===== config.mk =====
export PLATFORM = sky130hd
export DESIGN_NAME = pc_unit_flat
export DESIGN_NICKNAME = d
export VERILOG_FILES = /design/src/rtl/pc_unit_if.sv /design/src/rtl/pc_unit.sv /design/src/flat_wrapper.sv
export SDC_FILE = /design/constraint.sdc
export NUM_CORES = 1
export LEC_CHECK = 0
export ABC_AREA = 1
export ABC_CLOCK_PERIOD_IN_PS = 3210
export CORE_MARGIN = 3
export CORE_UTILIZATION = 43
export CTS_CLUSTER_DIAMETER = 150
export DETAILED_ROUTE_END_ITERATION = 8
export PLACE_DENSITY = 0.73
export SLEW_MARGIN = 20
export SYNTH_ARGS = -nofsm -noshare
export SYNTH_HDL_FRONTEND = slang
export SYNTH_SLANG_ARGS = --single-unit
export TNS_END_PERCENT = 50

===== constraint.sdc =====
create_clock -name CLK -period 3.21 [get_ports CLK]
set_clock_uncertainty 0.15 [all_clocks]
set_input_delay 0.4815 -clock CLK [delete_from_list [all_inputs] [get_ports CLK]]
set_output_delay 0.4815 -clock CLK [all_outputs]
set_load 0.005 [all_outputs]

===== src/rtl/pc_unit_if.sv =====
// Bundle between the PC decoder / fetch side and the program-counter stage.
// The slave side is pc_unit; the master side drives the next-PC selection.
interface pc_unit_if #(
    parameter int unsigned XLEN = 32
);
    logic [1:0]      PCSrc;
    logic [XLEN-1:0] ImmExt;
    logic [XLEN-1:0] ALUResult;
    logic            InstrValid;
    logic            Stall;
    logic            FetchReq;
    logic [XLEN-1:0] PC;
    logic [XLEN-1:0] PCPlus4;
    logic [XLEN-1:0] PCTarget;
    logic            Trap;
    logic            Misaligned;
    logic [XLEN-1:0] FaultPC;
    logic [31:0]     RetireCount;

    modport master (
        output PCSrc, ImmExt, ALUResult, InstrValid, Stall,
        input  FetchReq, PC, PCPlus4, PCTarget, Trap, Misaligned, FaultPC, RetireCount
    );

    modport slave (
        input  PCSrc, ImmExt, ALUResult, InstrValid, Stall,
        output FetchReq, PC, PCPlus4, PCTarget, Trap, Misaligned, FaultPC, RetireCount
    );
endinterface


===== src/rtl/pc_unit.sv =====
// Program-counter stage: holds the architectural PC, commits the selected next PC
// and redirects to TRAP_VEC on reserved selections or misaligned targets.
module pc_unit #(
    parameter int unsigned     XLEN      = 32,
    parameter logic [XLEN-1:0] RESET_VEC = '0,
    parameter logic [XLEN-1:0] TRAP_VEC  = XLEN'(32'h0000_0100)
) (
    input  logic        CLK,
    input  logic        nRST,
    pc_unit_if.slave    bus
);
    typedef enum logic [1:0] {BOOT, FETCH, TRAP} state_t;

    localparam logic [XLEN-1:0] FOUR = XLEN'(4);

    state_t          state_q, state_d;
    logic [XLEN-1:0] pc_q, pc_d;
    logic [XLEN-1:0] fault_pc_q, fault_pc_d;
    logic [31:0]     retire_q, retire_d;
    logic            fetch_req_q, fetch_req_d;
    logic            trap_q, trap_d;
    logic            mis_q, mis_d;

    logic [XLEN-1:0] pc_plus4, pc_target, cand;
    logic            commit, reserved, bad_align;

    assign pc_plus4  = pc_q + FOUR;
    assign pc_target = pc_q + bus.ImmExt;
    assign commit    = (state_q == FETCH) & bus.InstrValid & ~bus.Stall;
    assign reserved  = (bus.PCSrc == 2'b11);

    always_comb begin
        case (bus.PCSrc)
            2'b01:   cand = pc_target;
            2'b10:   cand = {bus.ALUResult[XLEN-1:1], 1'b0};
            default: cand = pc_plus4;
        endcase
    end

    // Reserved selection traps regardless of the candidate, and is never reported as misaligned.
    assign bad_align = ~reserved & (cand[1:0] != 2'b00);

    always_comb begin
        state_d    = state_q;
        pc_d       = pc_q;
        fault_pc_d = fault_pc_q;
        retire_d   = retire_q;
        trap_d     = 1'b0;
        mis_d      = 1'b0;
        case (state_q)
            BOOT:  state_d = FETCH;
            FETCH: begin
                if (commit) begin
                    if (reserved | bad_align) begin
                        state_d    = TRAP;
                        pc_d       = TRAP_VEC;
                        fault_pc_d = pc_q;
                        trap_d     = 1'b1;
                        mis_d      = bad_align;
                    end else begin
                        pc_d     = cand;
                        retire_d = retire_q + 32'd1;
                    end
                end
            end
            TRAP:    state_d = FETCH;
            default: state_d = BOOT;
        endcase
        // Registered so FetchReq carries no combinational path from the inputs.
        fetch_req_d = (state_d == FETCH);
    end

    always_ff @(posedge CLK or negedge nRST) begin
        if (!nRST) begin
            state_q     <= BOOT;
            pc_q        <= RESET_VEC;
            fault_pc_q  <= '0;
            retire_q    <= '0;
            fetch_req_q <= 1'b0;
            trap_q      <= 1'b0;
            mis_q       <= 1'b0;
        end else begin
            state_q     <= state_d;
            pc_q        <= pc_d;
            fault_pc_q  <= fault_pc_d;
            retire_q    <= retire_d;
            fetch_req_q <= fetch_req_d;
            trap_q      <= trap_d;
            mis_q       <= mis_d;
        end
    end

    assign bus.FetchReq    = fetch_req_q;
    assign bus.PC          = pc_q;
    assign bus.PCPlus4     = pc_plus4;
    assign bus.PCTarget    = pc_target;
    assign bus.Trap        = trap_q;
    assign bus.Misaligned  = mis_q;
    assign bus.FaultPC     = fault_pc_q;
    assign bus.RetireCount = retire_q;
endmodule


===== src/flat_wrapper.sv =====
// flat-port wrapper written by rule: the top's interface ports become plain ports
module pc_unit_flat 
#(
    parameter int unsigned     XLEN      = 32,
    parameter logic [XLEN-1:0] RESET_VEC = '0,
    parameter logic [XLEN-1:0] TRAP_VEC  = XLEN'(32'h0000_0100)
)
  (CLK, nRST, bus_PCSrc, bus_ImmExt, bus_ALUResult, bus_InstrValid, bus_Stall, bus_FetchReq, bus_PC, bus_PCPlus4, bus_PCTarget, bus_Trap, bus_Misaligned, bus_FaultPC, bus_RetireCount);
  pc_unit_if #(.XLEN(XLEN)) bus_i ();
  input  logic CLK;
  input  logic nRST;
  input wire logic [$bits(bus_i.PCSrc)-1:0] bus_PCSrc;
  input wire logic [$bits(bus_i.ImmExt)-1:0] bus_ImmExt;
  input wire logic [$bits(bus_i.ALUResult)-1:0] bus_ALUResult;
  input wire logic [$bits(bus_i.InstrValid)-1:0] bus_InstrValid;
  input wire logic [$bits(bus_i.Stall)-1:0] bus_Stall;
  output wire logic [$bits(bus_i.FetchReq)-1:0] bus_FetchReq;
  output wire logic [$bits(bus_i.PC)-1:0] bus_PC;
  output wire logic [$bits(bus_i.PCPlus4)-1:0] bus_PCPlus4;
  output wire logic [$bits(bus_i.PCTarget)-1:0] bus_PCTarget;
  output wire logic [$bits(bus_i.Trap)-1:0] bus_Trap;
  output wire logic [$bits(bus_i.Misaligned)-1:0] bus_Misaligned;
  output wire logic [$bits(bus_i.FaultPC)-1:0] bus_FaultPC;
  output wire logic [$bits(bus_i.RetireCount)-1:0] bus_RetireCount;
  assign bus_i.PCSrc = bus_PCSrc;
  assign bus_i.ImmExt = bus_ImmExt;
  assign bus_i.ALUResult = bus_ALUResult;
  assign bus_i.InstrValid = bus_InstrValid;
  assign bus_i.Stall = bus_Stall;
  assign bus_FetchReq = bus_i.FetchReq;
  assign bus_PC = bus_i.PC;
  assign bus_PCPlus4 = bus_i.PCPlus4;
  assign bus_PCTarget = bus_i.PCTarget;
  assign bus_Trap = bus_i.Trap;
  assign bus_Misaligned = bus_i.Misaligned;
  assign bus_FaultPC = bus_i.FaultPC;
  assign bus_RetireCount = bus_i.RetireCount;
  pc_unit #(.XLEN(XLEN), .RESET_VEC(RESET_VEC), .TRAP_VEC(TRAP_VEC)) u_core (.CLK(CLK), .nRST(nRST), .bus(bus_i));
endmodule

==> summary.md <==
| Metric | Value |
|---|---|
| # Max-Cap Violations | 0 |
| Final WS setup | -0.0102 ns |
| Worst slew pin tran | between 0.5 and 0.6 ns |
| Top cells by count, synth | 503 x nand2_1, 209 x inv_1, 101 x dfrtp_1 |
| First drt pass iteration count | 5 |
| RSZ-0062 raised after global routing | true |
| Finished Layout Cells | around 1900 |
| Vias per cell | 5.09 |
| CP max FO | 4 |
| Mapped Area | approximately 8500 um2 |
| Post-synthesis cell type count | 44 |
| Syn avg cell area | approximately 6.4 um2 |
| Initial Utilization | roughly 45% |
| Max Fclk | between 0.3 and 0.4 GHz |
| # setup viols final | 1 |
| Period Utilization, post-route | 100% |
| Leak pwr | roughly 6.8 nW |
| Sequential power share | 23.8% |
| Avg WL per Cell | ~17 um |
| Hold Crit Class | flop to flop |
| Crit path time final | about 3.2 ns |
| Nets | ~1800 |
| Top Ports | ~230 |
| Area contributors post-synth | dfrtp_1 30%, nand2_1 22%, inv_1 9.3% |
| Syn. warnings | 0 |
| Status | complete, but fails checks |
| Met2 Wirelength | ~16000 um |
| CP Class | input pin to primary output |
| Clk pwr share | between 15 and 20% |
| Largest net degree at the start of global routing | between 40 and 50 |
| Pre-CTS setup slack | -0.457 ns |
| Root Buffer | clkbuf_16 |
| Ys flop type | dfrtp_1 |
| Grt total ovfl | 0 |
| Routed wire length | 33400 um |
| Die ar. | 21400 um2 |
| WP data arrival | 2.59 ns |
| Crit-path cells | dlygate4sd2_1, ha_4, nand2_1, nand2_1, nand2_1, nand2_1, nand3b_1, nand2_1, nand2_1, nand2_1, and2_4, clkdlybuf4s50_1 |
| CTS clk-pin slew, worst paths | ~0.06 ns |
| HPWL Detailed | around 26000 um |
| Die width | 146 um |
| CTS H-tree lvls | 3 |
| FP Rows | 50 |
| Synthesized Nets | roughly 1400 |
| Worst vdd ir | 0.000395 V |
| Initial DRC count | approximately 750 |
| Post-synth EDFFs | 0 |
| Max Transition Viols Final | 0 |
| Share of cells above drive strength 1 | 19.0% |
| Synthesis-to-layout area growth | 54.9% |
| Ys async rst share | 100% |
| P_sw | a little over 3 mW |
| Vias in the first global route | 9321 |
| Yosys top cell area share | between 20% and 30% |
| WP data required | roughly 2.6 ns |
| CP Capture Type | primary output |
| CTS tree | yes |
| Most used cell along the critical path | nand2_1 |
| CP startpoint kind | input pin |
| Number of synthesized register bits | approximately 100 |
| Met3 routed WL | around 2400 um |
| Yosys top cell by area | dfrtp_1 |
| Clk buf depth | 2 |
| Final Hold Fails | 0 |
| Power, Total | roughly 7.7 mW |
| Initial antenna violation count | 1 |
| Routability Congestion | 0.948 |
| Max_slew headroom | around two thirds |
| Clock sinks | roughly 100 |
| Clock Latency Late Sink | approximately 0.34 ns |
| Antenna viol nets, final | 0 |
| Int Power | 4.68 mW |
| CP Buf/Inv Count | 2 |
| Die Span Y | around 150 um |
| CP top delay family | simple AND/OR/NAND/NOR gates |
| Vias post-DR | about 9800 |
| Dpl cells | between 1500 and 2000 |
| WL met1 | around 14000 um |
| GRT Total Usage | around 30% |
| Top Metal Used | met4 |
| Cell Pwr Density | around 600 nW/um2 |
| Post-Synthesis Cells | 1324 |
| Residual DRC count | 0 |
| Core ar. | 19000 um2 |
| Sw Ratio | approximately two fifths |
| Num CTS Buffers | 9 |
| CP max stage delay | ~0.5 ns |
| Cell with the most instances after synthesis | nand2_1 |
| Failing checks | negative setup slack |
| Port-buffer cells | 231 |
| Comb pwr share | 59.9% |
| Global-route wire length before repair | between 50000 and 60000 um |
| Sequential area share after synthesis | between 20% and 30% |
| CP max stage cell | clkdlybuf4s50_1 |
==> placed cells by master (no fill, tap or decap), types with 16 or more instances in the layout <==
cell | netlist | layout
xnor2_1 | 16 | 16
xor2_1 | 48 | 47
clkdlybuf4s50_1 | 0 | 180
a21oi_1 | 68 | 59
nand2_2 | 5 | 32
nor2_1 | 92 | 79
o21ai_0 | 35 | 35
nand2_1 | 503 | 470
inv_1 | 209 | 203
nor3_1 | 25 | 17
dfrtp_1 | 101 | 94
ha_4 | 0 | 30
buf_4 | 2 | 122
dlymetal6s2s_1 | 0 | 32
nand3_1 | 71 | 59
==> sequential cells by signal (all words and copies together), names as in the netlist <==
name,cells
u_core.bus.PC,32
u_core.bus.Misaligned,1
u_core.bus.RetireCount,32
u_core.bus.FetchReq,1
u_core.bus.Trap,1
u_core.bus.FaultPC,32
u_core.state_q,2
==> power groups by stage <==
stage	Clock, mW	Combinational [mW]	Sequential [mW]
after floorplan	0	1.63	1.84
after global placement	0	4.10	1.80
after detailed placement	0	4.14	1.81
after CTS	1.27	4.33	1.82
after global routing	1.33	4.98	1.87
final	1.26	4.62	1.84
==> cells by family after synthesis <==
| logic type | Yosys count | synth area share (%) |
|---|---|---|
| simple gates | 754 | 38.4 |
| buf+inv | 242 | 11.5 |
| compound gates | 126 | 8.04 |
| flops | 101 | 29.9 |
| xor+xnor | 64 | 6.62 |
| fa+ha+maj | 37 | 5.56 |
==> routing by layer <==
layer | GRT usage, % | vias up
li1 | - | 4795
met1 | 37.2 | 4540
met2 | 49.5 | 424
met3 | 6.15 | 83
met4 | 12.9 | 0
met5 | 0 | -
==> metrics by stage <==
stage | TNS, ns | util [%] | cell area [um2] | hold WS, ns
6_report | -0.0102 | 68.9 | 13100 | 0.328
3_3_place_gp | -5.79 | 62.0 | 11800 | 0.293
5_1_grt | -0.208 | 68.9 | 13100 | 0.354
4_1_cts | -0.845 | 66.0 | 12600 | 0.330
2_1_floorplan | 0 | - | 8460 | 0.0359
3_5_place_dp | -6.71 | 62.0 | 11800 | 0.293
==> worst min-delay path, delay by kind of cell, from the launching register on <==
family / cells / cell delay (ns)
flip-flops: 1 / 0.35
AND/OR/NAND/NOR: 2 / 0.09
==> timing repair <==
item,in CTS,in global routing
buffers inserted,9,11
pin swaps,11,29
hold buffers,1,0
endpoints found under the hold margin,28,0
setup endpoints to repair,29,35
resized for setup,93,123
==> final cells by class <==
cell class,instances,area [um2]
Multi-Input combinational cell,981,5700
Antenna cell,1,2.50
Clock buffer,10,229
Inverter,214,811
Timing Repair Buffer,363,3400
Tap cell,260,325
Fill cell,1640,5910
Sequential cell,101,2540
Clock inverter,5,108
==> path summary, 6_finish.rpt <==
check                                  startpoint                    endpoint  slack [ns]  depth (start not counted)
setup / recovery                    bus_ImmExt[6]            bus_PCTarget[25]       -0.01                         12
hold / removal             u_core.bus.FaultPC[31]      u_core.bus.FaultPC[31]        0.33                          2
setup reg to reg                 u_core.bus.PC[0]       u_core.bus.FaultPC[5]        0.60                         14
hold reg to reg            u_core.bus.FaultPC[31]      u_core.bus.FaultPC[31]        0.33                          2
max in group asynchronous                    nRST           u_core.bus.PC[27]        1.70                          3
min in group asynchronous                    nRST  u_core.bus.RetireCount[20]        0.45                          2
No activity file was read; power rests on OpenSTA's default activity.
